<file path="src/rtl/alu_muldiv_pkg.sv">
// Shared types and constants for the sequential multiply/divide unit.
// The division datapath is present only when ALU_MULDIV_DIV_EN is defined.
package alu_muldiv_pkg;

  localparam int ITER = 32;

  typedef enum logic [1:0] {
    OP_MUL   = 2'b00,
    OP_MULHU = 2'b01,
    OP_DIVU  = 2'b10,
    OP_REMU  = 2'b11
  } op_e;

  localparam logic [3:0] ADD = 4'b0000;
  localparam logic [3:0] SUB = 4'b1000;
  localparam logic [3:0] SLT = 4'b0010;

  typedef enum logic [1:0] {
    IDLE = 2'b00,
    RUN  = 2'b01,
    DONE = 2'b10
  } state_e;

endpackage

</file>
<file path="src/rtl/alu_muldiv_stepcnt.sv">
// Iteration counter for the multiply/divide unit: clear on accept,
// count while running, flag the final step.
module alu_muldiv_stepcnt
  import alu_muldiv_pkg::*;
(
  input  logic clk,
  input  logic reset_n,
  input  logic clear,
  input  logic en,
  output logic last
);

  logic [4:0] cnt_r;

  // step counter register
  always_ff @(posedge clk or negedge reset_n) begin
    if (!reset_n) begin
      cnt_r <= 5'd0;
    end else if (clear) begin
      cnt_r <= 5'd0;
    end else if (en) begin
      cnt_r <= cnt_r + 5'd1;
    end else begin
      cnt_r <= cnt_r;
    end
  end

  assign last = (cnt_r == 5'(ITER - 1));

endmodule

</file>
<file path="src/rtl/alu_muldiv_seq.sv">
// Sequential unsigned MUL/MULHU/DIVU/REMU borrowing a shared external ALU,
// one bit per cycle. Define ALU_MULDIV_DIV_EN to build the division datapath.
module alu_muldiv_seq
  import alu_muldiv_pkg::*;
#(
  parameter int WIDTH = 32
) (
  input  logic             clk,
  input  logic             reset_n,
  input  logic             in_valid,
  output logic             in_ready,
  input  logic [1:0]       op,
  input  logic [WIDTH-1:0] srca,
  input  logic [WIDTH-1:0] srcb,
  output logic             out_valid,
  input  logic             out_ready,
  output logic [WIDTH-1:0] result,
  output logic             alu_busy,
  output logic [WIDTH-1:0] alu_srca,
  output logic [WIDTH-1:0] alu_srcb,
  output logic [3:0]       alu_alucontrol,
  input  logic [WIDTH-1:0] alu_aluout
);

  state_e           state_r, state_n;
  op_e              op_r;
  logic [WIDTH-1:0] opnd_r, hi_r, lo_r, result_r;
  logic [WIDTH-1:0] hi_n_s, lo_n_s, fast_result_s;
  logic [WIDTH-1:0] alu_srca_s, alu_srcb_s;
  logic [3:0]       alu_ctl_s;
  logic             accept_s, fast_s, last_s, carry_s;
`ifdef ALU_MULDIV_DIV_EN
  logic [WIDTH:0]   rem_sh_s;
`endif

  assign accept_s = in_valid && (state_r == IDLE);

  alu_muldiv_stepcnt u_stepcnt (
    .clk     (clk),
    .reset_n (reset_n),
    .clear   (accept_s),
    .en      (state_r == RUN),
    .last    (last_s)
  );

  // requests that complete without iterating (divide by zero, or no divider)
  always_comb begin
    fast_s        = 1'b0;
    fast_result_s = {WIDTH{1'b1}};
`ifdef ALU_MULDIV_DIV_EN
    if (op[1] && (srcb == {WIDTH{1'b0}})) begin
      fast_s = 1'b1;
      if (op[0]) begin
        fast_result_s = srca;
      end else begin
        fast_result_s = {WIDTH{1'b1}};
      end
    end else begin
      fast_s = 1'b0;
    end
`else
    if (op[1]) begin
      fast_s = 1'b1;
    end else begin
      fast_s = 1'b0;
    end
`endif
  end

  // state register
  always_ff @(posedge clk or negedge reset_n) begin
    if (!reset_n) begin
      state_r <= IDLE;
    end else begin
      state_r <= state_n;
    end
  end

  // next-state logic
  always_comb begin
    state_n = state_r;
    case (state_r)
      IDLE: begin
        if (accept_s) begin
          state_n = fast_s ? DONE : RUN;
        end else begin
          state_n = IDLE;
        end
      end
      RUN: begin
        if (last_s) begin
          state_n = DONE;
        end else begin
          state_n = RUN;
        end
      end
      DONE: begin
        if (out_ready) begin
          state_n = IDLE;
        end else begin
          state_n = DONE;
        end
      end
      default: state_n = IDLE;
    endcase
  end

  // one iteration step: ALU operand drive and next accumulator values
  always_comb begin
    alu_srca_s = {WIDTH{1'b0}};
    alu_srcb_s = {WIDTH{1'b0}};
    alu_ctl_s  = ADD;
    hi_n_s     = hi_r;
    lo_n_s     = lo_r;
    carry_s    = 1'b0;
`ifdef ALU_MULDIV_DIV_EN
    rem_sh_s   = {hi_r, lo_r[WIDTH-1]};
`endif
    if (state_r == RUN) begin
      if (op_r[1]) begin
`ifdef ALU_MULDIV_DIV_EN
        // hi holds the remainder, lo shifts dividend bits out and quotient bits in
        alu_srca_s = rem_sh_s[WIDTH-1:0];
        alu_srcb_s = opnd_r;
        alu_ctl_s  = SUB;
        if (rem_sh_s >= {1'b0, opnd_r}) begin
          hi_n_s = alu_aluout;
          lo_n_s = {lo_r[WIDTH-2:0], 1'b1};
        end else begin
          hi_n_s = rem_sh_s[WIDTH-1:0];
          lo_n_s = {lo_r[WIDTH-2:0], 1'b0};
        end
`else
        hi_n_s = hi_r;
        lo_n_s = lo_r;
`endif
      end else begin
        alu_srca_s = hi_r;
        alu_srcb_s = opnd_r;
        alu_ctl_s  = ADD;
        if (lo_r[0]) begin
          carry_s = (alu_aluout < hi_r);
          hi_n_s  = {carry_s, alu_aluout[WIDTH-1:1]};
          lo_n_s  = {alu_aluout[0], lo_r[WIDTH-1:1]};
        end else begin
          hi_n_s  = {1'b0, hi_r[WIDTH-1:1]};
          lo_n_s  = {hi_r[0], lo_r[WIDTH-1:1]};
        end
      end
    end else begin
      alu_ctl_s = ADD;
    end
  end

  // operand capture, accumulators and result register
  always_ff @(posedge clk or negedge reset_n) begin
    if (!reset_n) begin
      op_r     <= OP_MUL;
      opnd_r   <= {WIDTH{1'b0}};
      hi_r     <= {WIDTH{1'b0}};
      lo_r     <= {WIDTH{1'b0}};
      result_r <= {WIDTH{1'b0}};
    end else if (accept_s) begin
      op_r <= op_e'(op);
      hi_r <= {WIDTH{1'b0}};
      if (op[1]) begin
        opnd_r <= srcb;
        lo_r   <= srca;
      end else begin
        opnd_r <= srca;
        lo_r   <= srcb;
      end
      if (fast_s) begin
        result_r <= fast_result_s;
      end else begin
        result_r <= result_r;
      end
    end else if (state_r == RUN) begin
      hi_r <= hi_n_s;
      lo_r <= lo_n_s;
      // odd opcodes (MULHU, REMU) take the high half
      if (last_s) begin
        result_r <= op_r[0] ? hi_n_s : lo_n_s;
      end else begin
        result_r <= result_r;
      end
    end else begin
      result_r <= result_r;
    end
  end

  assign in_ready       = (state_r == IDLE);
  assign out_valid      = (state_r == DONE);
  assign alu_busy       = (state_r == RUN);
  assign result         = result_r;
  assign alu_srca       = alu_srca_s;
  assign alu_srcb       = alu_srcb_s;
  assign alu_alucontrol = alu_ctl_s;

endmodule

</file>
<file path="config.mk">
export PLATFORM = sky130hd
export DESIGN_NAME = alu_muldiv_seq
export DESIGN_NICKNAME = d
export VERILOG_FILES = /design/src/rtl/alu_muldiv_pkg.sv /design/src/rtl/alu_muldiv_stepcnt.sv /design/src/rtl/alu_muldiv_seq.sv
export SDC_FILE = /design/constraint.sdc
export NUM_CORES = 1
export LEC_CHECK = 0
export CORE_ASPECT_RATIO = 1.75
export CORE_MARGIN = 4
export CORE_UTILIZATION = 55
export CTS_CLUSTER_DIAMETER = 100
export DETAILED_ROUTE_END_ITERATION = 16
export MAX_ROUTING_LAYER = met4
export PLACE_DENSITY = 0.95
export SYNTH_ARGS = -nofsm -noshare
export SYNTH_HDL_FRONTEND = slang
export SYNTH_HIERARCHICAL = 1
export SYNTH_SLANG_ARGS = --single-unit
</file>
<file path="constraint.sdc">
create_clock -name clk -period 3.9 [get_ports clk]
set_input_delay 0.78 -clock clk [delete_from_list [all_inputs] [get_ports clk]]
set_output_delay 0.78 -clock clk [all_outputs]
set_load 0.02 [all_outputs]
</file>
### Word level (Yosys, flattened, before mapping)

Cells that the tools add are included.

| word-level totals | value |
|---|---|
| output and inout bits | 103 |
| input port bits | 102 |
| word-level logic and storage cells | 45 |
| register bits | 137 |

| operators by class | value |
|---|---|
| eq/ne operators | 4 |
| add/sub/neg operators | 1 |
| reductions and logical operators | 5 |
| multiplexer cells | 27 |
| magnitude comparators | 1 |

Operators with widths:

| kind | count |
|---|---|
| 32-bit two-way mux | 19 |
| 32-bit less-than comparator | 1 |
| 5-bit two-way mux | 2 |
| 2-bit two-way mux | 4 |
| 2-bit one-hot mux with 3 select lines | 1 |
| 5-bit by 1-bit adder with 5-bit output (second input constant) | 1 |
| 5-bit == test (second input constant) | 1 |
| 2-bit nonzero test | 2 |
| 3-bit AND reduction | 1 |
| 2-bit by 1-bit == test with 1-bit output (second input constant) | 1 |
| 2-bit == test (second input constant) | 1 |
| 2-bit zero test | 1 |
| 2-bit by 1-bit inequality test with 1-bit output (second input constant) | 1 |
| 1-bit logical AND | 1 |
| 1-bit two-way mux | 1 |

### Depth between registers and ports, before layout

Gate-level depths: netlist of the first run.

| depth | value |
|---|---|
| depth after elaboration | 7 |
| mapped depth | 8 |
| depth with buffers taken out | 8 |

### Cells and area by module

Netlist of the first run, hierarchy kept.

Modules (own cells, without submodules):

| module | cells an instance | times used | sequential area each (µm²) | area each (µm²) |
|---|---|---|---|---|
| alu_muldiv_seq | 896 | 1 | 3303.2 | 8206.6 |
| alu_muldiv_stepcnt | 22 | 1 | 125.1 | 276.5 |

### Worst setup path before layout of the first run

Ideal clock, no wire load.

| timing path | value |
|---|---|
| path type | register to output |
| start point | reg op_r[1] |
| end point | out alu_srca[10] |
| data arrival time | 1.575 ns |
| data required time | 3.120 ns |
| path slack | 1.545 ns |
| stages on the path, launching flop included | 6 |
| buffers on the path | 4 |
| path through | dfrtp_1 -> clkbuf_1 -> clkbuf_1 -> clkbuf_1 -> buf_1 -> nor3_1 |

| between the ends | value |
|---|---|
| cells in the longest elaborated chain, start to end | 2 |

Ends and longest elaborated chain:

| item | RTL line | RTL |
|---|---|---|
| start: declaration | alu_muldiv_seq.sv:26 | `op_e op_r;` |
| start signal: assignment | alu_muldiv_seq.sv:164 | `op_r <= op_e'(op);` |
| 32-bit two-way mux | alu_muldiv_seq.sv:120 | `if (op_r[1]) begin` |
| 32-bit two-way mux | alu_muldiv_seq.sv:119 | `if (state_r == RUN) begin` |
| end: declaration | alu_muldiv_seq.sv:19 | `output logic [WIDTH-1:0] alu_srca,` |

No other way between the ends.

### Worst setup path in the final report of the first run

| timing path | value |
|---|---|
| start point | reg op_r[1] |
| end point | out alu_srca[29] |

Same word-level chain as after synthesis.

==> results.md, run 1 <==
* Outcome: finished, final reports clean
* # H-tree levels at 4
* Area delta synth->final at 30.74%
* Cell count after synthesis at 918
* Yosys reg bits at 137
* Top post-synthesis cells by area: dfrtp_1, mux2i_1, o21ai_0
* Area occupied by multi-input gates at 4586 sq um
* Residual DRC at 0
* Die X-Extent at 101.9 um
* Worst Max-Slew Pin Slew at 0.8070 ns
* Total Power at roughly 8.0 mW
* Starting Density at 0.5661
* Global-route wire length before repair at approximately 38000 um
* Setup_tns at 0 ns
* Yosys warning total at 6
* Routed Antenna Nets at 0
* Fmax achieved at 310.8 MHz
* Synth Flop Type: dfrtp_1
* Mapped Area at 8483 sq um
* Crit path max fanout at 59
* HP Class: input port to asynchronous set/reset pin
* Async S/R FF share, synth at 1.000
* Skew-Pair Late Insertion Delay at 0.42 ns
* Post-synth EDFFs at 0
* Clk root buf: clkbuf_16
* Register area share after synthesis at 0.4041
* FF-to-FF path depth at 8
* Skew final at 0.009194 ns
* CTS resizes at 0
* Worst-path clk slew at 0.06 ns
* Worst slew margin at 0.4620
* Core Area at 14990 sq um
* Yosys cell types at 48
* Number of antenna violations at the first check in global routing at 0
* Cell Rows at 59
* Max-slew violation count at 0
* Initial DRC count at 482
* DP HPWL at 17270 um
* Post-Layout Inst Area at 11090 sq um
* Drt total wl at 23930 um
* Storage element area at 3433 sq um
* Total GRT Usage at 0.2871
* Postcts setup bufs at 0
* Die area at 17550 sq um
* CP endpoint kind: primary output
* Layout cells sized above 1 at 0.05428
* Hold buffers post-CTS at 0
* Max Buffers Root-to-Sink at 2
* Drt via density at 6.013
* Reg2reg start: u_stepcnt/cnt_r[0]
* Nets at 1209
* Crit path launch: op_r[1]
* PnR worst setup slack at ~0.68 ns
* CTS tree: built
* PwrDens at 717.3 nW/um^2
* Max cap viols at 0
* Diode count at 0
* Final period util at 0.8251
* Sink Count at 137
* IO Pins at a little over 200
* Final setup viols at 0
* TritonCTS Buffers at 17
* I/O Buffers at 200
* Vias in the first global route at 7689
* # fillers at 995
* Worst Path Arrival at 2.44 ns
* WP data required at 3.12 ns
* Final hold vios at 0
* Critical Path Source Type: flop
* Peak supply drop at 0.0004624 V
* Worst hold slack at 0.3522 ns
* WL/cell at 18.84 um
* Via count at 7637
* Crit Path Class: flop to primary output
* Post-Place Setup Slack at roughly 0.95 ns
* Pin count of the biggest net entering global routing at 82
* 1st-pass router iterations at 5
* Unrepaired setup endpoints after global routing: false
* Final min period at 3.218 ns
* Die span in y at 172.3 um
* Placer Congestion at 0.9069
* Share of the synthesized area in the top cell type at 0.4041
* Dpl cell area at approximately 11000 sq um
* Mean post-synth cell area at 9.241 sq um
* Leak at 4.721 nW
* Synth area leader: dfrtp_1
* Global-route congestion overflow total at 0
sequential cells by signal, indices dropped and copies added, names as in the netlist:
register and cells:
result 32, state_r 2, lo_r 32, op_r 2, hi_r 32, opnd_r 32
u_stepcnt/cnt_r 5
worst max-delay path, cell delays in order, from the launching register on:
cell             delay, ns
dfrtp_4               0.70
buf_4                 0.35
nor3_1                0.29
clkdlybuf4s50_1       0.65
layout make-up:
cell class                 instances  share of cell area
tap                              183             0.02065
clock buffer                      19             0.03994
sequential                       137              0.3096
timing repair buffer             214              0.1910
inverter                          36             0.01218
multi-input combinational        668              0.4135
clock inverter                    13             0.01320
path summary, 6_finish.rpt:
check / to / slack [ns]
max: alu_srca[29] / 0.68
min reg2reg: opnd_r[7] / 0.47
min in group clk: opnd_r[7] / 0.47
max reg2reg: result[3] / 1.56
min: result[10] / 0.35
max in group asynchronous: opnd_r[21] / 2.64
synthesized netlist by cell type, types with 2 or more instances:
library cell / number
buf_1: 20
nand2b_1: 2
a211oi_1: 2
o22a_1: 31
mux2i_1: 155
ha_1: 33
buf_2: 12
o21a_1: 3
buf_6: 3
nand3b_1: 2
nand4_1: 5
nor3_1: 31
o31ai_1: 5
and2_1: 33
dfrtp_1: 137
a21oi_1: 43
o211ai_1: 31
nand2_1: 90
o21ai_0: 107
clkbuf_1: 41
nor2_1: 36
buf_4: 4
nand3_1: 30
nor2b_1: 4
or3_1: 2
inv_1: 34
power breakdown:
part / leakage (nW) / switching (mW) / internal, mW
Clock: 0.284 / 0.632 / 0.963
Combinational: 2.84 / 2.24 / 1.59
Sequential: 1.60 / 0.574 / 1.95
through the flow:
stage,instances,utilization
floorplan,921,-
global placement,1238,0.7008
detailed placement,1238,0.7008
CTS,1270,0.7401
global route,1270,0.7401
finish,1270,0.7401
cell usage in the layout (no fill, tap or decap), types with 2 or more instances in the layout:
cell type        Yosys  layout
o31ai_1              5       5
nand2_1             90      90
clkinv_2             0       2
bufinv_16            0       2
and2_1              33      33
clkdlybuf4s50_1      0     198
clkinvlp_4           0       2
inv_6                0       2
inv_1               34      33
o21a_1               3       3
nor2_1              36      35
a211oi_1             2       2
clkinv_4             0       5
a21oi_1             43      43
o22a_1              31      31
nand4_1              5       5
o21ai_0            107     107
or3_1                2       2
mux2i_1            155     155
nor3_1              31      31
nand3b_1             2       2
clkbuf_16            0      17
nand3_1             30      30
o211ai_1            31      31
dfrtp_1            137     135
conb_1               1       4
buf_4                4      14
nor2b_1              4       4
ha_1                33      33
inv_2                1       2
cell families after synthesis:
group | Yosys count | share of synthesized area
AO/OA/AOI/OAI | 232 | 0.1677
XOR/XNOR | 1 | 0.001033
adder cells (fa/ha/maj) | 33 | 0.04867
buffers and inverters | 116 | 0.05752
flip-flops | 137 | 0.4041
multiplexers | 157 | 0.1860
other | 1 | 0.0004421
AND/OR/NAND/NOR | 241 | 0.1345
routing by layer:
metal	track usage	vias to the layer above	part of all wire
met1	0.3417	3615	0.39
li1	-	3588	-
met4	0.1622	0	0.054
met3	0.04481	101	0.050
met5	-	-	0
met2	0.4615	333	0.51
Power figures use the tool's default switching activity.
==> inputs of run 2 (changes only) <==
--- a/config.mk
+++ b/config.mk
@@ -7,11 +7,11 @@
 export LEC_CHECK = 0
 export CORE_ASPECT_RATIO = 1.75
 export CORE_MARGIN = 4
-export CORE_UTILIZATION = 55
+export CORE_UTILIZATION = 51
 export CTS_CLUSTER_DIAMETER = 100
 export DETAILED_ROUTE_END_ITERATION = 16
 export MAX_ROUTING_LAYER = met4
-export PLACE_DENSITY = 0.95
+export PLACE_DENSITY = 0.92
 export SYNTH_ARGS = -nofsm -noshare
 export SYNTH_HDL_FRONTEND = slang
 export SYNTH_HIERARCHICAL = 1
==> constraint.sdc (replaced) <==
create_clock -name clk -period 3 [get_ports clk]
set_input_delay 0.6 -clock clk [delete_from_list [all_inputs] [get_ports clk]]
set_output_delay 0.6 -clock clk [all_outputs]
set_load 0.02 [all_outputs]
==> run 2 against run 1 <==
Cell count rose by 3.8%. Final area grew 2.1%. Die area is 7.3% higher. Non-clock buffer count up 7. Largest cell class unchanged. Clock skew fell by 0.0012 ns. Sequential cell count unchanged. Highest routed layer unchanged. Routed wire length grew 0.30%.
==> results.md, run 2 (synthesized netlist as in run 1, its figures left out) <==
* Outcome: finished, final reports clean (unchanged)
* TritonCTS Buffers at 17 (unchanged)
* Postcts setup bufs at 0 (unchanged)
* Worst hold slack at 0.1309 ns (was 0.3522 ns)
* 1st-pass router iterations at 6 (was 5)
* WL/cell at 18.21 um (was 18.84 um)
* Core Area at 16370 sq um (was 14990 sq um)
* Global-route wire length before repair at 38250 um (was 38420 um)
* Final setup viols at 0 (unchanged)
* # H-tree levels at 4 (unchanged)
* Sink Count at 137 (unchanged)
* Final hold vios at 0 (unchanged)
* PwrDens at 923.2 nW/um^2 (was 717.3 nW/um^2)
* Max Buffers Root-to-Sink at 2 (unchanged)
* Starting Density at 0.5183 (was 0.5661)
* Die span in y at 178.6 um (was 172.3 um)
* Global-route congestion overflow total at 0 (unchanged)
* Number of antenna violations at the first check in global routing at 0 (unchanged)
* Routed Antenna Nets at 0 (unchanged)
* Final period util at 0.9716
* Most frequent cells in the layout: clkdlybuf4s50_1, mux2i_1, dfrtp_1 (unchanged)
* Layout cells sized above 1 at 0.05759 (was 0.05428)
* Nets at 1216 (was 1209)
* I/O Buffers at 200 (unchanged)
* DP HPWL at 17330 um (was 17270 um)
* Via count at 7615 (was 7637)
* Unrepaired setup endpoints after global routing: true (was false)
* Max-slew violation count at 0 (unchanged)
* Cell Rows at 62 (was 59)
* Vias in the first global route at 7677 (was 7689)
* Skew-Pair Late Insertion Delay at 0.42 ns (about the same)
* Final core area utilization at 0.6919 (was 0.7401)
* Drt total wl at 24000 um (was 23930 um)
* Worst Max-Slew Pin Slew at 0.8382 ns (was 0.8070 ns)
* Skew final at 0.007982 ns (was 0.009194 ns)
* Total GRT Usage at 0.2612 (was 0.2871)
* Pin count of the biggest net entering global routing at 85 (was 82)
* Leak at 5.106 nW (was 4.721 nW)
* Peak supply drop at 0.0004531 V (was 0.0004624 V)
* Drt via density at 5.778 (was 6.013)
* Residual DRC at 0 (unchanged)
* Die X-Extent at 105.5 um (was 101.9 um)
* Max cap viols at 0 (unchanged)
* Commonest non-fill, non-tap cell in the layout: clkdlybuf4s50_1 (unchanged)
* Clk root buf: clkbuf_16 (unchanged)
* Placer Congestion at 0.9074 (was 0.9069)
* Initial DRC count at 431 (was 482)
* Critical Path Source Type: flop (unchanged)
* IO Pins at 205 (unchanged)
* WP data required at 2.40 ns (was 3.12 ns)
* # fillers at 1177 (was 995)
* Worst slew margin at 0.4412 (was 0.4620)
* FF-to-FF path depth at 6 (was 8)
* Setup slack, reg-to-reg at 0.67 ns (was 1.56 ns)
* Diode count at 0 (unchanged)
* CTS tree: built (unchanged)
* Fmax achieved at 343.1 MHz
* Final min period at 2.915 ns
* Worst Path Arrival at 2.31 ns (was 2.44 ns)
* CP endpoint kind: primary output (unchanged)
* Crit path max fanout at 32 (was 59)
* Area delta synth->final at 33.50% (was 30.74%)
* Crit Path Class: flop to primary output (unchanged)
* Die area at 18840 sq um (was 17550 sq um)
* HP Class: input port to asynchronous set/reset pin (unchanged)
* Worst-path clk slew at 0.06 ns (about the same)
## run 2: changes by cell type in the layout (fill, tap and decap cells not counted), moves of 3 or more
cell | before | now
clkinv_4 | 5 | 0
clkdlybuf4s50_1 | 198 | 180
clkbuf_1 | 1 | 4
dlymetal6s2s_1 | 0 | 18
buf_12 | 1 | 7
## run 2: area by class of cell
cell class | instances | area [sq um] | share of cell area
clock buffer | 24 | 481.7 | 0.04254
clock inverter | 8 | 117.6 | 0.01039
inverter | 36 | 135.1 | 0.01193
multi-input combinational | 668 | 4586 | 0.4049
sequential | 137 | 3433 | 0.3032
tap | 224 | 280.3 | 0.02475
timing repair buffer | 221 | 2291 | 0.2023
## run 2: worst max-delay path, cell delays in order, from the launching register on
cell,delay (ns)
dfrtp_1,0.46
nand2b_2,0.25
nor2_2,0.21
buf_12,0.21
and2_1,0.14
clkdlybuf4s50_1,0.61
## run 2: worst paths after layout
| path | start | endpoint |
|---|---|---|
| hold reg to reg | opnd_r[28] | opnd_r[28] |
| hold / removal | reset_n | lo_r[10] |
| min in group clk | opnd_r[28] | opnd_r[28] |
| max in group asynchronous | reset_n | result[27] |
| setup / recovery | state_r[1] | alu_srcb[12] |
| setup reg to reg | state_r[1] | u_stepcnt/cnt_r[3] |
## run 2: what timing repair did
item | 4_1_cts | 5_1_grt
endpoints found under the setup margin | 0 | 19
hold buffers | 0 | 0
gates resized for setup | 0 | 18
## run 2: per-stage QoR
step                total power, mW  worst slack (ns)  std cells  cell area, sq um    TNS [ns]
finish                        10.46           0.08513       1318             11320           0
floorplan                     6.615            0.8254        921              8494           0
global placement              8.036            0.2896       1286             10680           0
global route                  11.18        -0.0008840       1318             11320  -0.0008840
CTS                           10.47           0.04082       1318             11280           0
detailed placement            8.231            0.2694       1286             10680           0
## run 2: where the power goes
| part | internal, mW | switching, mW |
|---|---|---|
| Combinational | 2.14 | 2.95 |
| Sequential | 2.54 | 0.675 |
| Clock | 1.37 | 0.776 |
## run 2: layer usage
layer | wire, um | track usage
met2 | 12510 | 0.4553
met4 | 771 | 0.09400
met3 | 1326 | 0.04564
met5 | 0 | -
met1 | 9390 | 0.3024
==> inputs of run 3 (changes only) <==
--- a/config.mk
+++ b/config.mk
@@ -6,12 +6,11 @@
 export NUM_CORES = 1
 export LEC_CHECK = 0
 export CORE_ASPECT_RATIO = 1.75
-export CORE_MARGIN = 4
 export CORE_UTILIZATION = 51
 export CTS_CLUSTER_DIAMETER = 100
 export DETAILED_ROUTE_END_ITERATION = 16
 export MAX_ROUTING_LAYER = met4
-export PLACE_DENSITY = 0.92
+export PLACE_DENSITY = 0.83
 export SYNTH_ARGS = -nofsm -noshare
 export SYNTH_HDL_FRONTEND = slang
 export SYNTH_HIERARCHICAL = 1
==> run 3 against run 2 <==
Sequential power fell by 2%. Worst hold slack improved by 0.037 ns. Die area fell by 8.9%. Cell count rose by 0.23%. Highest routed layer unchanged. Clock power fell by 2%. Total power fell by 0.59%. First-iteration DRC count fell by 15%. Global-route usage rose by 1.2 points. Maximum frequency rose by 1.4%. Sequential cell count did not move. Clock skew rose by 0.00094 ns. Critical endpoint is now alu_srcb[5]. Non-clock buffer count rose by 3.
==> results.md, run 3 (synthesized netlist as in run 1, its figures left out) <==
* Outcome: finished, final reports clean (unchanged)
* Total GRT Usage at 0.2730 (was 0.2612)
* Setup slack, reg-to-reg at 0.78 ns (was 0.67 ns)
* Nets at 1219 (was 1216)
* Die X-Extent at 99.50 um (was 105.5 um)
* CTS tree: built (unchanged)
* Met2 usage at 0.4523 (was 0.4553)
* Switching part of the total power at 0.4192 (was 0.4214)
* Final period util at 0.9579 (was 0.9716)
* Crit path max fanout at 33 (was 32)
* Worst Path Arrival at 2.27 ns (was 2.31 ns)
* CP top delay family: buffers and inverters (unchanged)
* HP Class: input port to asynchronous set/reset pin (unchanged)
* Drt via density at 5.614 (was 5.778)
* Worst-path cell chain: nor2_2 -> buf_12 -> and2_1 -> clkdlybuf4s50_1 (was nand2b_2 -> nor2_2 -> buf_12 -> and2_1 -> clkdlybuf4s50_1)
* Final hold vios at 0 (unchanged)
* Commonest non-fill, non-tap cell in the layout: clkdlybuf4s50_1 (unchanged)
* Max incr delay on CP at 0.63 ns (was 0.61 ns)
* Dpl cell area at 10690 sq um (was 10680 sq um)
* Cell Rows at 62 (unchanged)
* Skew-Pair Late Insertion Delay at 0.41 ns (was 0.42 ns)
* Critical Path Source Type: flop (unchanged)
* Global-route congestion overflow total at 0 (unchanged)
* Worst hold slack at 0.1675 ns (was 0.1309 ns)
* PwrDens at 920.8 nW/um^2 (was 923.2 nW/um^2)
* Met3 GRT Util at 0.03476 (was 0.04564)
* Total Power at 10.39 mW (was 10.46 mW)
* I/O Buffers at 200 (unchanged)
* Worst Max-Slew Pin Slew at 0.8167 ns (was 0.8382 ns)
* Number of antenna violations at the first check in global routing at 0 (unchanged)
* CP endpoint kind: primary output (unchanged)
* Grt peak-use layer: met2 (unchanged)
* Vias in the first global route at 7275 (was 7677)
* 1st-pass router iterations at 4 (was 6)
* Worst-path clk slew at 0.06 ns (about the same)
* Int Power at 6.036 mW (was 6.049 mW)
* Worst slew margin at 0.4556 (was 0.4412)
* Logic pwr share at 0.494 (was 0.488)
* Layout cells sized above 1 at 0.06381 (was 0.05759)
* Unrepaired setup endpoints after global routing: false (was true)
* Met1 Resource Use GR at 0.3356 (was 0.3024)
* Diode count at 0 (unchanged)
* Residual DRC at 0 (unchanged)
* Fmax achieved at 348.0 MHz (was 343.1 MHz)
* Max-slew violation count at 0 (unchanged)
* Sink Count at 137 (unchanged)
* Net Switching at 4.357 mW (was 4.406 mW)
* TritonCTS Buffers at 17 (unchanged)
* Via count at 7416 (was 7615)
* # H-tree levels at 4 (unchanged)
* Starting Density at 0.5183 (unchanged)
* Postcts setup bufs at 0 (unchanged)
* Final core area utilization at 0.6896 (was 0.6919)
* WL/cell at 16.85 um (was 18.21 um)
* WP data required at 2.40 ns (about the same)
* Global-route wire length before repair at 36270 um (was 38250 um)
* Final min period at 2.874 ns (was 2.915 ns)
* Post-Layout Inst Area at 11290 sq um (was 11320 sq um)
* Pin count of the biggest net entering global routing at 157 (was 85)
* Max cap viols at 0 (unchanged)
* Final setup viols at 0 (unchanged)
* Crit Path Class: flop to primary output (unchanged)
* Setup_tns at 0 ns (unchanged)
* Core Area at 16370 sq um (unchanged)
* Initial DRC count at 365 (was 431)
* Die span in y at 172.6 um (was 178.6 um)
* IO Pins at 205 (unchanged)
* Drt total wl at 22260 um (was 24000 um)
* Peak supply drop at 0.0005810 V (was 0.0004531 V)
* Die area at 17170 sq um (was 18840 sq um)
* Most frequent cells in the layout: clkdlybuf4s50_1, mux2i_1, dfrtp_1 (unchanged)
* Worst path slowest cell: dfrtp_4 (was clkdlybuf4s50_1)
* Leak at 4.787 nW (was 5.106 nW)
* WP buf/inv at 2 (unchanged)
* Routed Antenna Nets at 0 (unchanged)
* Sequential Power Share at 0.304 (was 0.307)
* Max Buffers Root-to-Sink at 2 (unchanged)
* Placer Congestion at 0.8688 (was 0.9074)
* Skew final at 0.008926 ns (was 0.007982 ns)
* Area delta synth->final at 33.05% (was 33.50%)
* Clk pwr share at 0.202 (was 0.205)
* DP HPWL at 16250 um (was 17330 um)
* Clk root buf: clkbuf_16 (unchanged)
-- run 3: cell types whose count changed in the layout (fill, tap and decap cells not counted), sizes merged --
cell / delta
buf: +3
dlymetal6s2s: -18
clkdlybuf4s50: +18
clkinvlp: +4
clkbuf: -5
clkinv: +1
-- run 3: power by group through the flow --
stage	clock network, mW	registers [mW]	logic [mW]
3_5_place_dp	0	3.18	5.11
4_1_cts	2.13	3.15	5.15
2_1_floorplan	0	2.93	3.69
3_3_place_gp	0	3.14	4.98
6_report	2.10	3.16	5.14
5_1_grt	2.21	3.26	5.67
-- run 3: worst register-to-register path: cells and delay by family (launching register included) --
kind / cells / cell delay (ns)
buf+inv: 1 / 0.07
fa+ha+maj: 1 / 0.26
flops: 1 / 0.38
compound gates: 4 / 1.43
-- run 3: final timing paths --
path,from,endpoint,cells after the start
worst min-delay path,reset_n,hi_r[27],1
worst min register to register,opnd_r[4],opnd_r[4],2
max in group asynchronous,reset_n,result[14],2
worst max-delay path,op_r[1],alu_srcb[5],4
worst max register to register,hi_r[1],hi_r[31],6
min in group clk,opnd_r[4],opnd_r[4],2
-- run 3: routing by layer --
| metal | vias up | part of all wire | routed length [um] |
|---|---|---|---|
| met5 | - | 0 | 0 |
| met4 | 0 | 0.028 | 632 |
| met3 | 41 | 0.043 | 962 |
| met2 | 227 | 0.51 | 11310 |
| met1 | 3542 | 0.42 | 9356 |
| li1 | 3606 | - | - |
-- run 3: repair_timing --
item / in CTS / in global routing
resized for setup: 0 / 1
hold buffers: 0 / 0
setup endpoints to repair: 0 / 1
-- run 3: stage by stage --
| stage | worst slack (ns) | cells |
|---|---|---|
| after CTS | 0.09782 | 1321 |
| after detailed placement | 0.1687 | 1289 |
| after global placement | 0.2681 | 1289 |
| after floorplan | 0.8254 | 921 |
| final | 0.1264 | 1321 |
| after global routing | 0.03591 | 1321 |
-- run 3: layout make-up --
class / instances / area [sq um]
inverter: 36 / 135.1
fill: 1288 / 5081
clock inverter: 13 / 152.6
clock buffer: 19 / 442.9
timing repair buffer: 224 / 2256
multi-input combinational: 668 / 4586
tap: 224 / 280.3
sequential: 137 / 3435
